## src/rtl/spi_arb_if.sv

```systemverilog
// spi_arb_if: bundles the requester-side and SPI-master-side signals of the
// SPI arbiter. The arbiter uses the master modport (it issues the SPI strobes);
// the surrounding logic/testbench uses the slave modport.
interface spi_arb_if;
  logic [4:0]  req;
  logic [79:0] req_data;
  logic [4:0]  ack;
  logic [7:0]  rd_data;
  logic        busy;
  logic        err;
  logic        spi_wrt;
  logic [15:0] spi_data;
  logic        spi_done;
  logic [15:0] spi_rdata;
  logic [2:0]  ss;

  modport master (
    input  req, req_data, spi_done, spi_rdata,
    output ack, rd_data, busy, err, spi_wrt, spi_data, ss
  );

  modport slave (
    output req, req_data, spi_done, spi_rdata,
    input  ack, rd_data, busy, err, spi_wrt, spi_data, ss
  );
endinterface

```

## src/rtl/spi_arb.sv

```systemverilog
// spi_arb: round-robin arbiter/sequencer sharing one SPI master among five
// requesters (trig pot, ch1..ch3 gain pots, calibration EEPROM). Also latches
// the low byte of the last EEPROM read.
//
// Optional feature: define SPI_ARB_TIMEOUT_EN to abort a transaction that sees
// no spi_done within TIMEOUT_CYCLES cycles of WAIT (sets sticky err).
//
// state | meaning
// ------+-----------------------------------------------------------------
// IDLE  | no transaction; ss = 7; arbitrate whenever any req is high
// SEND  | spi_wrt high for this single cycle
// WAIT  | waiting for spi_done (or timeout when enabled)
// GUARD | GUARD_CYCLES idle cycles so the acked requester's drop is seen
module spi_arb #(
  parameter int unsigned GUARD_CYCLES   = 2,
  parameter int unsigned TIMEOUT_CYCLES = 1023
) (
  input  logic      clk,
  input  logic      rst_n,
  spi_arb_if.master bus
);

  typedef enum logic [1:0] {IDLE, SEND, WAIT, GUARD} state_t;

  localparam logic [2:0] SS_NONE = 3'b111;
  localparam logic [2:0] IDX_EEP = 3'd4;

  state_t      state_q, state_d;
  logic [2:0]  win_q, win_d;
  logic [2:0]  last_q, last_d;
  logic [2:0]  ss_q, ss_d;
  logic [15:0] spi_data_q, spi_data_d;
  logic        spi_wrt_q, spi_wrt_d;
  logic [4:0]  ack_q, ack_d;
  logic [7:0]  rd_data_q, rd_data_d;
  logic        busy_q, busy_d;
  logic [3:0]  guard_q, guard_d;
  logic [2:0]  pick;
  logic [7:0]  unused_rdata_hi;

`ifdef SPI_ARB_TIMEOUT_EN
  localparam int unsigned TW = $clog2(TIMEOUT_CYCLES + 1);
  logic [TW-1:0] tmo_q, tmo_d;
  logic          err_q, err_d;
`else
  localparam int unsigned unused_timeout_cycles = TIMEOUT_CYCLES;
`endif

  // Next requester after 'last' in rotation order that has req high.
  function automatic logic [2:0] rr_pick(input logic [4:0] r, input logic [2:0] last);
    logic [2:0] cand;
    logic [2:0] sel;
    logic       found;
    cand  = last;
    sel   = 3'd0;
    found = 1'b0;
    for (int i = 0; i < 5; i++) begin
      cand = (cand == IDX_EEP) ? 3'd0 : cand + 3'd1;
      if (!found && r[cand]) begin
        sel   = cand;
        found = 1'b1;
      end
    end
    return sel;
  endfunction

  assign pick            = rr_pick(bus.req, last_q);
  assign unused_rdata_hi = bus.spi_rdata[15:8];

  // Next-state and next-output computation for the sequencer.
  always_comb begin
    state_d    = state_q;
    win_d      = win_q;
    last_d     = last_q;
    ss_d       = ss_q;
    spi_data_d = spi_data_q;
    spi_wrt_d  = 1'b0;
    ack_d      = 5'b00000;
    rd_data_d  = rd_data_q;
    guard_d    = guard_q;
`ifdef SPI_ARB_TIMEOUT_EN
    tmo_d      = tmo_q;
    err_d      = err_q;
`endif
    case (state_q)
      IDLE: begin
        if (|bus.req) begin
          win_d      = pick;
          ss_d       = pick;
          spi_data_d = bus.req_data[{pick, 4'b0000} +: 16];
          spi_wrt_d  = 1'b1;
          state_d    = SEND;
`ifdef SPI_ARB_TIMEOUT_EN
          tmo_d      = TW'(TIMEOUT_CYCLES);
`endif
        end else begin
          ss_d = SS_NONE;
        end
      end
      SEND: begin
        state_d = WAIT;
      end
      WAIT: begin
        if (bus.spi_done) begin
          ack_d   = 5'b00001 << win_q;
          guard_d = 4'(GUARD_CYCLES - 1);
          state_d = GUARD;
          if (win_q == IDX_EEP) begin
            rd_data_d = bus.spi_rdata[7:0];
          end
        end
`ifdef SPI_ARB_TIMEOUT_EN
        else if (tmo_q == TW'(1)) begin
          ack_d   = 5'b00001 << win_q;
          guard_d = 4'(GUARD_CYCLES - 1);
          err_d   = 1'b1;
          state_d = GUARD;
        end else begin
          tmo_d = tmo_q - TW'(1);
        end
`endif
      end
      GUARD: begin
        if (guard_q == 4'd0) begin
          last_d  = win_q;
          ss_d    = SS_NONE;
          state_d = IDLE;
        end else begin
          guard_d = guard_q - 4'd1;
        end
      end
      default: begin
        state_d = IDLE;
        ss_d    = SS_NONE;
      end
    endcase
    busy_d = (state_d != IDLE);
  end

  // State and registered outputs; reset drops any transaction in flight.
  always_ff @(posedge clk or negedge rst_n) begin
    if (!rst_n) begin
      state_q    <= IDLE;
      win_q      <= 3'd0;
      last_q     <= IDX_EEP;
      ss_q       <= SS_NONE;
      spi_data_q <= 16'h0000;
      spi_wrt_q  <= 1'b0;
      ack_q      <= 5'b00000;
      rd_data_q  <= 8'h00;
      busy_q     <= 1'b0;
      guard_q    <= 4'd0;
`ifdef SPI_ARB_TIMEOUT_EN
      tmo_q      <= '0;
      err_q      <= 1'b0;
`endif
    end else begin
      state_q    <= state_d;
      win_q      <= win_d;
      last_q     <= last_d;
      ss_q       <= ss_d;
      spi_data_q <= spi_data_d;
      spi_wrt_q  <= spi_wrt_d;
      ack_q      <= ack_d;
      rd_data_q  <= rd_data_d;
      busy_q     <= busy_d;
      guard_q    <= guard_d;
`ifdef SPI_ARB_TIMEOUT_EN
      tmo_q      <= tmo_d;
      err_q      <= err_d;
`endif
    end
  end

  assign bus.ss       = ss_q;
  assign bus.spi_data = spi_data_q;
  assign bus.spi_wrt  = spi_wrt_q;
  assign bus.ack      = ack_q;
  assign bus.rd_data  = rd_data_q;
  assign bus.busy     = busy_q;
`ifdef SPI_ARB_TIMEOUT_EN
  assign bus.err      = err_q;
`else
  assign bus.err      = 1'b0;
`endif

endmodule

```

## src/flat_wrapper.sv

```systemverilog
// flat-port wrapper written by rule: the top's interface ports become plain ports
module spi_arb_flat 
#(
  parameter int unsigned GUARD_CYCLES   = 2,
  parameter int unsigned TIMEOUT_CYCLES = 1023
)
  (clk, rst_n, bus_req, bus_req_data, bus_spi_done, bus_spi_rdata, bus_ack, bus_rd_data, bus_busy, bus_err, bus_spi_wrt, bus_spi_data, bus_ss);
  spi_arb_if bus_i ();
  input  logic clk;
  input  logic rst_n;
  input wire logic [$bits(bus_i.req)-1:0] bus_req;
  input wire logic [$bits(bus_i.req_data)-1:0] bus_req_data;
  input wire logic [$bits(bus_i.spi_done)-1:0] bus_spi_done;
  input wire logic [$bits(bus_i.spi_rdata)-1:0] bus_spi_rdata;
  output wire logic [$bits(bus_i.ack)-1:0] bus_ack;
  output wire logic [$bits(bus_i.rd_data)-1:0] bus_rd_data;
  output wire logic [$bits(bus_i.busy)-1:0] bus_busy;
  output wire logic [$bits(bus_i.err)-1:0] bus_err;
  output wire logic [$bits(bus_i.spi_wrt)-1:0] bus_spi_wrt;
  output wire logic [$bits(bus_i.spi_data)-1:0] bus_spi_data;
  output wire logic [$bits(bus_i.ss)-1:0] bus_ss;
  assign bus_i.req = bus_req;
  assign bus_i.req_data = bus_req_data;
  assign bus_i.spi_done = bus_spi_done;
  assign bus_i.spi_rdata = bus_spi_rdata;
  assign bus_ack = bus_i.ack;
  assign bus_rd_data = bus_i.rd_data;
  assign bus_busy = bus_i.busy;
  assign bus_err = bus_i.err;
  assign bus_spi_wrt = bus_i.spi_wrt;
  assign bus_spi_data = bus_i.spi_data;
  assign bus_ss = bus_i.ss;
  spi_arb #(.GUARD_CYCLES(GUARD_CYCLES), .TIMEOUT_CYCLES(TIMEOUT_CYCLES)) u_core (.clk(clk), .rst_n(rst_n), .bus(bus_i));
endmodule
```

## config.mk

```make
export PLATFORM = sky130hd
export DESIGN_NAME = spi_arb_flat
export DESIGN_NICKNAME = d
export VERILOG_FILES = /design/src/rtl/spi_arb_if.sv /design/src/rtl/spi_arb.sv /design/src/flat_wrapper.sv
export SDC_FILE = /design/constraint.sdc
export NUM_CORES = 1
export LEC_CHECK = 0
export ABC_AREA = 1
export CAP_MARGIN = 30
export CORE_MARGIN = 8
export CORE_UTILIZATION = 43
export CTS_BUF_LIST = sky130_fd_sc_hd__clkbuf_4 sky130_fd_sc_hd__clkbuf_8 sky130_fd_sc_hd__clkbuf_16
export CTS_CLUSTER_DIAMETER = 200
export DETAILED_ROUTE_END_ITERATION = 8
export PLACE_DENSITY = 0.82
export SLEW_MARGIN = 0
export SYNTH_ARGS = -nofsm -noshare
export SYNTH_HDL_FRONTEND = slang
export SYNTH_SLANG_ARGS = --single-unit
```

## constraint.sdc

```tcl
create_clock -name clk -period 4.4 [get_ports clk]
set_input_delay 0.66 -clock clk [delete_from_list [all_inputs] [get_ports clk]]
set_output_delay 0.66 -clock clk [all_outputs]
set_load 0.05 [all_outputs]
```

# Word level (Yosys, flattened, before mapping)

Cells that the tools add are included.

$add $sub $neg: 6
Muxes and demuxes: 38
Equality and inequality tests: 12
Magnitude comparators: 5
Reduce and logical (&&, ||, !) cells: 19
Shift operators: 2

Operator list:

| cell                                                        | number |
|---|---|
| indexed part select 80 x 8 -> 16 bit                        | 1 |
| 2-to-1 mux 3 bit                                            | 12 |
| less-than comparator 3 x 4 -> 1 bit (second input constant) | 5 |
| equality test 3 bit (second input constant)                 | 6 |
| adder 3 x 1 -> 3 bit (second input constant)                | 5 |
| binary-select mux 1 bit (select 3 bit)                      | 5 |
| 2-to-1 mux 1 bit                                            | 11 |
| 2-to-1 mux 5 bit                                            | 2 |
| 2-to-1 mux 4 bit                                            | 2 |
| case mux 2 bit (4 select lines)                             | 1 |
| case mux 4 bit (2 select lines)                             | 1 |
| 2-to-1 mux 2 bit                                            | 3 |
| case mux 3 bit (2 select lines)                             | 1 |
| AND reduction 2 bit                                         | 3 |
| AND reduction 3 bit                                         | 2 |
| nonzero test 2 bit                                          | 3 |
| OR reduction 5 bit                                          | 1 |
| << shifter 1 x 3 -> 5 bit (first input constant)            | 1 |
| equality test 2 bit (second input constant)                 | 2 |
| logical AND 1 bit                                           | 4 |
| logical NOT 1 bit                                           | 4 |
| logical NOT 4 bit                                           | 1 |
| inequality test 2 bit (second input constant)               | 2 |
| subtractor 4 x 1 -> 4 bit (second input constant)           | 1 |
| 3 further kinds                                             | 3 |

Input bits: 104
Register bits after elaboration: 46
Output and inout port bits: 35
Logic and storage cells: 92

# Logic depth before layout (Yosys ltp)

Gate-level depths: netlist (run 1).

Depth in word-level cells: 19
Depth in mapped cells: 28
Depth with buffers taken out: 27

# Worst setup path before layout (run 1)

No wires, ideal clock.

Path type: flip-flop to flip-flop
Start: register u_core.last_q[0]
End: register u_core.spi_data_q[11], in the netlist u_core.bus.spi_data[11]
Arrival time: 3.122 ns
Buffers on the path: 1
Path slack: 1.153 ns
Clock period less this slack: 3.247 ns
Stages on the path, launching flop included: 27
Path through: dfrtp_1 > inv_1 > ha_1 > inv_1 > ha_1 > nand4_2 > nand2_2 > ha_1 > nor2_1 > nand2_2 > nand2_2 > nand2_1 > nand2_2 > nand2_1 > nand2_1 > nand2_1 > nand3_1 > nand2_2 > nor2_4 > nand2_2 > nand2_2 > nand2_4 > buf_2 > nand2_1 > nand3_1 > nand3_1 > nand3_1

Cells in the longest elaborated chain, start to end: 18

Ends and longest elaborated chain:

| item                                                                          | line           | source |
|---|---|---|
| start: declaration                                                            | spi_arb.sv:30  | `logic [2:0] last_q, last_d;` |
| start signal: assignment                                                      | spi_arb.sv:160 | `last_q <= last_d;` |
| adder 3 x 1 -> 3 bit / equality test 3 bit (equally long branches)            | spi_arb.sv:58  | `cand = (cand == IDX_EEP) ? 3'd0 : cand + 3'd1;` |
| 2-to-1 mux 3 bit *                                                            | spi_arb.sv:58  |  |
| parallel branches: the longest is 14 deep, another holds adder 3 x 1 -> 3 bit | -              |  |
| 2-to-1 mux 3 bit *                                                            | spi_arb.sv:59  | `if (!found && r[cand]) begin` |
| indexed part select 80 x 8 -> 16 bit *                                        | spi_arb.sv:90  | `spi_data_d = bus.req_data[{pick, 4'b0000} +: 16];` |
| end signal: assignment                                                        | spi_arb.sv:162 | `spi_data_q <= spi_data_d;` |
| end: declaration                                                              | spi_arb.sv:32  | `logic [15:0] spi_data_q, spi_data_d;` |

Every way passes the cells marked *. The select of a mux whose other input is x is not followed.
A chain may end at the register's enable or synchronous reset.

# Worst setup path after layout (run 1)

Start: register u_core.last_q[0]
End: register u_core.spi_data_q[13], in the netlist u_core.bus.spi_data[13]

Same word-level chain as after synthesis.

==> results of run 1 <==
-- worst reg2reg max path, stage by stage (launching register included) --
cell and delay (ns):
dfrtp_1 0.47, inv_1 0.14, ha_1 0.36, inv_1 0.10
ha_1 0.23, nand4_2 0.12, nand2_2 0.14, ha_1 0.25
nor2_1 0.14, nand2_2 0.08, nand2_2 0.11, nand2_1 0.08
nand2_2 0.11, nand2_2 0.11, nand2_2 0.10, nand2_1 0.06
nand3_1 0.08, nand2_1 0.06, nand2_1 0.12, nand2_2 0.09
nand3_2 0.07, nand2_2 0.24, inv_4 0.29, nand3_1 0.11
nand3_1 0.14, nand3_1 0.08
-- flip-flops by register name, summed over array words and instances, names as in the netlist --
name / cells
u_core.win_q: 3
u_core.bus.ack: 5
u_core.bus.spi_wrt: 1
u_core.state_q: 2
u_core.guard_q: 4
u_core.last_q: 3
u_core.bus.ss: 3
u_core.bus.spi_data: 16
u_core.bus.busy: 1
u_core.bus.rd_data: 8
-- area by class of cell --
class | count | area [um2] | share of cell area
Inverter | 45 | 183.9 | 0.03939
Tap cell | 99 | 123.9 | 0.02653
Sequential cell | 46 | 1156 | 0.2476
Clock buffer | 5 | 68.82 | 0.01474
Timing Repair Buffer | 132 | 1321 | 0.2830
Clock inverter | 3 | 21.27 | 0.004555
Multi-Input combinational cell | 363 | 1794 | 0.3842
-- layout by cell type (no fill, tap or decap), types with 3 or more instances in the layout --
cell type	instances
nand2_1	156
clkdlybuf4s50_1	128
nand3_1	118
dfrtp_1	42
inv_1	38
nand2_2	18
nor2_1	17
ha_1	10
o21ai_0	8
a21oi_1	6
nor4_1	5
clkbuf_8	5
inv_2	4
dfstp_2	4
nor3_1	3
nand4_1	3
nor2_4	3
-- per-stage QoR --
stage	instance area, um2	util
global route	4669	0.6438
CTS	4648	0.6408
global placement	4538	0.6257
detailed placement	4558	0.6284
floorplan	3223	-
finish	4669	0.6438
-- layer usage --
metal,up-vias,GRT usage
met4,0,0.08239
met3,24,0.05672
met1,1624,0.2123
li1,1775,-
met5,-,0
met2,136,0.3601
-- logic make-up (layout without fill, tap and decap cells) --
family	count (synthesis)	after routing	synth area share
xor+xnor	1	1	0.002718
fa+ha+maj	10	10	0.03882
buf+inv	60	185	0.08734
other cells	1	1	0.001163
flops	46	46	0.3587
simple gates	333	333	0.4814
compound gates	18	18	0.02989
-- worst min-delay path by stage --
stage	slack [ns]	startpoint	endpoint	depth (start not counted)
after floorplan	0.36	rst_n	u_core.bus.ack[0]	0
after global placement	0.45	u_core.bus.rd_data[6]	u_core.bus.rd_data[6]	2
after detailed placement	0.46	u_core.bus.rd_data[0]	u_core.bus.rd_data[0]	2
after CTS	0.16	rst_n	u_core.bus.ack[3]	1
after global routing	0.17	rst_n	u_core.bus.ack[2]	1
final	0.18	rst_n	u_core.bus.ack[2]	1
==> reports/qor.yml, run 1 <==
status: "completed"
routedWlPerCell_um: 14.59
ys_top_cells_by_count: "nand2_1 (156), nand3_1 (118), dfrtp_1 (42)"
dp_hpwl_um: 8139
initial_core_util: 0.4444
cts_setup_buffers: 0
syn_area_per_cell_um2: 6.872
antenna_found_initial: 0
crit_end: "u_core.bus.spi_data[13]"
reg2reg_depth: 25
synth_edf_count: 0
hold_class: "in -> async"
clockBufferDepth: 2
ctsHtreeMaxLevel: 2
dr.pass1.iters: 7
slew_headroom: 0.3599
cts_tree: "built"
fin_cells: 693
drv_slew: 0
timing.rr.end: "u_core.bus.spi_data[13]"
reg2reg_from: "u_core.last_q[0]"
hold_viol: 0
finalCritPeriodShare: 0.9054
cp_max_fo: 17
via_per_inst: 5.136
synth_area_leaders: "dfrtp_1 (33%), nand3_1 (18%), nand2_1 (18%)"
cts.sinks: 46
yosys_warnings: 0
die_w_um: 102.6
cts-root-buf: "clkbuf_8"
final_nets: 707
dieArea_um2: 10520
coreArea_um2: 7253
post_cts_resized: 0
cp_top_family: "simple AND/OR/NAND/NOR gates"
io_buffer_count: 129
ioPinCount: 139
dp_slack_ns: 0.3525
critPathRequiredTime_ns: 4.58
slowest_delay_ns: 0.47
synth.top_cell.area_share: 0.3261
grt_pass1_vias: 3655
synthCells: 469
path_clk_slew_ns: 0.09
grt_max_degree: 42
area_delta_synth_final_pct: 44.88
row_count: 31
setup_viol: 0
place_congestion: 0.9394
remaining_drc_errors: 0
synth_area_leader_cell: "dfrtp_1"
synth_area_um2: 3223
synth_most_common_cell: "nand2_1"
cts_hold_buffers: 0
slowest_stage: "dfrtp_1"
startpoint: "u_core.last_q[0]"
clock_latency_ns: 0.30
antenna_left: 0
fill_cells: 634
rsz0062_at_grt: "no"
grt_pass1_wl_um: 16610
worst-path-stages: 25
cts_buffers: 5
drt_iter0_drc: 160
fin_ws_ns: 0.4163
r2r_slack_ns: 0.42
finalCriticalPeriod_ns: 3.984
fin_skew_ns: 0.004200
die_h_um: 102.6
place_inst: 685
wl_met1_um: 3896
ys.flop_type: "dfrtp_1"
startpoint_type: "register"
highest_layer: "met4"
drive_above_1_share: 0.08586
route.met3.wl_um: 770
wirelength_um: 10110
timing.hold.ws_ns: 0.1769
grt_overflow: 0
track_usage: 0.1993
ys_seq_elements: 46
yosysUniqueCellTypes: 33
cp.buffers_inverters: 3
syn-num-nets: 583
cap_violations: 0
met2_wirelength_um: 5157
worstPathArrival_ns: 4.17
num_vias: 3559
n_antenna_cell: 0
path_class: "reg -> reg"
setup_tns_ns: 0
worst_slew_pin_slew_ns: 0.9523
synth_seq_area_share: 0.3587
fmax_mhz: 251.0
asyncSetResetFlopFracSynth: 1.000
endpoint_kind: "register"
cp_common_cell: "nand2_2"
Power of run 1 is left out: the tool's default activity adds up to more than one toggle a clock period on the data nets, which glitch-free logic cannot reach.
==> inputs of run 2 (changes only) <==
CELL_PAD_IN_SITES_DETAIL_PLACEMENT = 1   (was not set)
CELL_PAD_IN_SITES_GLOBAL_PLACEMENT = 1   (was not set)
CORE_UTILIZATION = 29   (was 43)
==> reports/qor.yml, run 2 (synthesized netlist as in run 1, its figures left out) <==
layout_common_cells: "nand2_1 (156), clkdlybuf4s50_1 (128), nand3_1 (118), dfrtp_1 (42), inv_1 (38)"
cts.sinks: 46
place_area_um2: 4617
fin_skew_ns: 0.009773
coreArea_um2: 10840
dr.pass1.iters: 4
grt_pass1_wl_um: 19890
wirelength_um: 12010
antenna_found_initial: 0
track_usage: 0.1652
clock_latency_ns: 0.30
num_vias: 3601
startpoint: "u_core.last_q[0]"
via_per_inst: 4.899
setup_tns_ns: 0
post_cts_resized: 0
worstPathArrival_ns: 4.17
ioPinCount: 139
mostFrequentLayoutCell: "nand2_1"
path_class: "reg -> reg"
grt_pass1_vias: 4108
fmax_mhz: 251.4
row_count: 38
setup_viol: 0
drv_slew: 0
path_clk_slew_ns: 0.09
cp_max_fo: 31
fin_ws_ns: 0.4221
worst_slew_pin_slew_ns: 0.9903
slowest_delay_ns: 0.47
finalCritPeriodShare: 0.9041
cp_common_cell: "nand2_2"
drt_iter0_drc: 111
cts-root-buf: "clkbuf_8"
routedWlPerCell_um: 16.35
grt_overflow: 0
cts_hold_buffers: 0
cts_tree: "built"
final_area_um2: 4743
area_delta_synth_final_pct: 47.17
rsz0062_at_grt: "no"
ctsHtreeMaxLevel: 2
die_h_um: 121.4
place_congestion: 0.9111
cp.buffers_inverters: 3
die_w_um: 121.4
hold_viol: 0
clockBufferDepth: 2
status: "completed"
dp_hpwl_um: 9901
io_buffer_count: 129
cap_violations: 0
endpoint_kind: "register"
finalCriticalPeriod_ns: 3.978
dp_slack_ns: 0.2906
hold_class: "in -> async"
reg2reg_from: "u_core.last_q[0]"
n_antenna_cell: 0
cts_setup_buffers: 0
startpoint_type: "register"
cp_top_family: "simple AND/OR/NAND/NOR gates"
largest_reg_flops: 16
antenna_left: 0
grt_max_degree: 32
initial_core_util: 0.2973
cts_buffers: 5
slowest_stage: "dfrtp_1"
dieArea_um2: 14740
remaining_drc_errors: 0
drive_above_1_share: 0.08739
critPathRequiredTime_ns: 4.59
final_nets: 708
slew_headroom: 0.3343
-- run 2: changes by cell type in the layout (fill, tap and decap cells not counted), sizes merged --
cell | previous run | this run
inv | 43 | 44
buf | 4 | 5
clkbuf | 5 | 6
clkinv | 4 | 1
bufinv | 0 | 1
-- run 2: worst paths after layout --
kind                                            to  slack [ns]  cells past startpoint
max                        u_core.bus.spi_data[13]        0.42                     26
min                              u_core.guard_q[2]        0.32                      1
max reg2reg                u_core.bus.spi_data[13]        0.42                     26
min reg2reg                  u_core.bus.rd_data[1]        0.49                      2
max in group asynchronous         u_core.bus.ss[1]        3.49                      2
min in group clk             u_core.bus.rd_data[1]        0.49                      2
-- run 2: worst reg2reg max path, delay by kind of cell, from the launching register on --
kind	cells	cell delay (ns)
adders and majority gates	3	0.86
buffers and inverters	3	0.48
DFF	1	0.47
and+or+nand+nor	20	2.06
-- run 2: routing by layer --
layer,GRT usage,share of wire,wire length [um],up-vias
li1,-,-,-,1770
met1,0.1837,0.41,4894,1719
met2,0.2975,0.51,6087,95
met3,0.04328,0.062,748,17
met4,0.05551,0.024,283,0
met5,0,0,0,-
-- run 2: final cells by class --
cell class              instances  area [um2]
clock buffers                   6       76.32
clock inverters                 2       37.54
fillers                      1395        6097
inverters                      45       178.9
multi-input cells             363        1790
flip-flops and latches         46        1156
well taps                     140       175.2
repair buffers                133        1329
-- run 2: stage by stage --
stage | std cells | hold WS [ns] | util
global route | 735 | 0.3425 | 0.4376
detailed placement | 727 | 0.4676 | 0.4259
finish | 735 | 0.3206 | 0.4376
global placement | 726 | 0.4547 | 0.4241
floorplan | 469 | 0.3644 | -
CTS | 735 | 0.3240 | 0.4364
Power of run 2 is left out for the same reason.
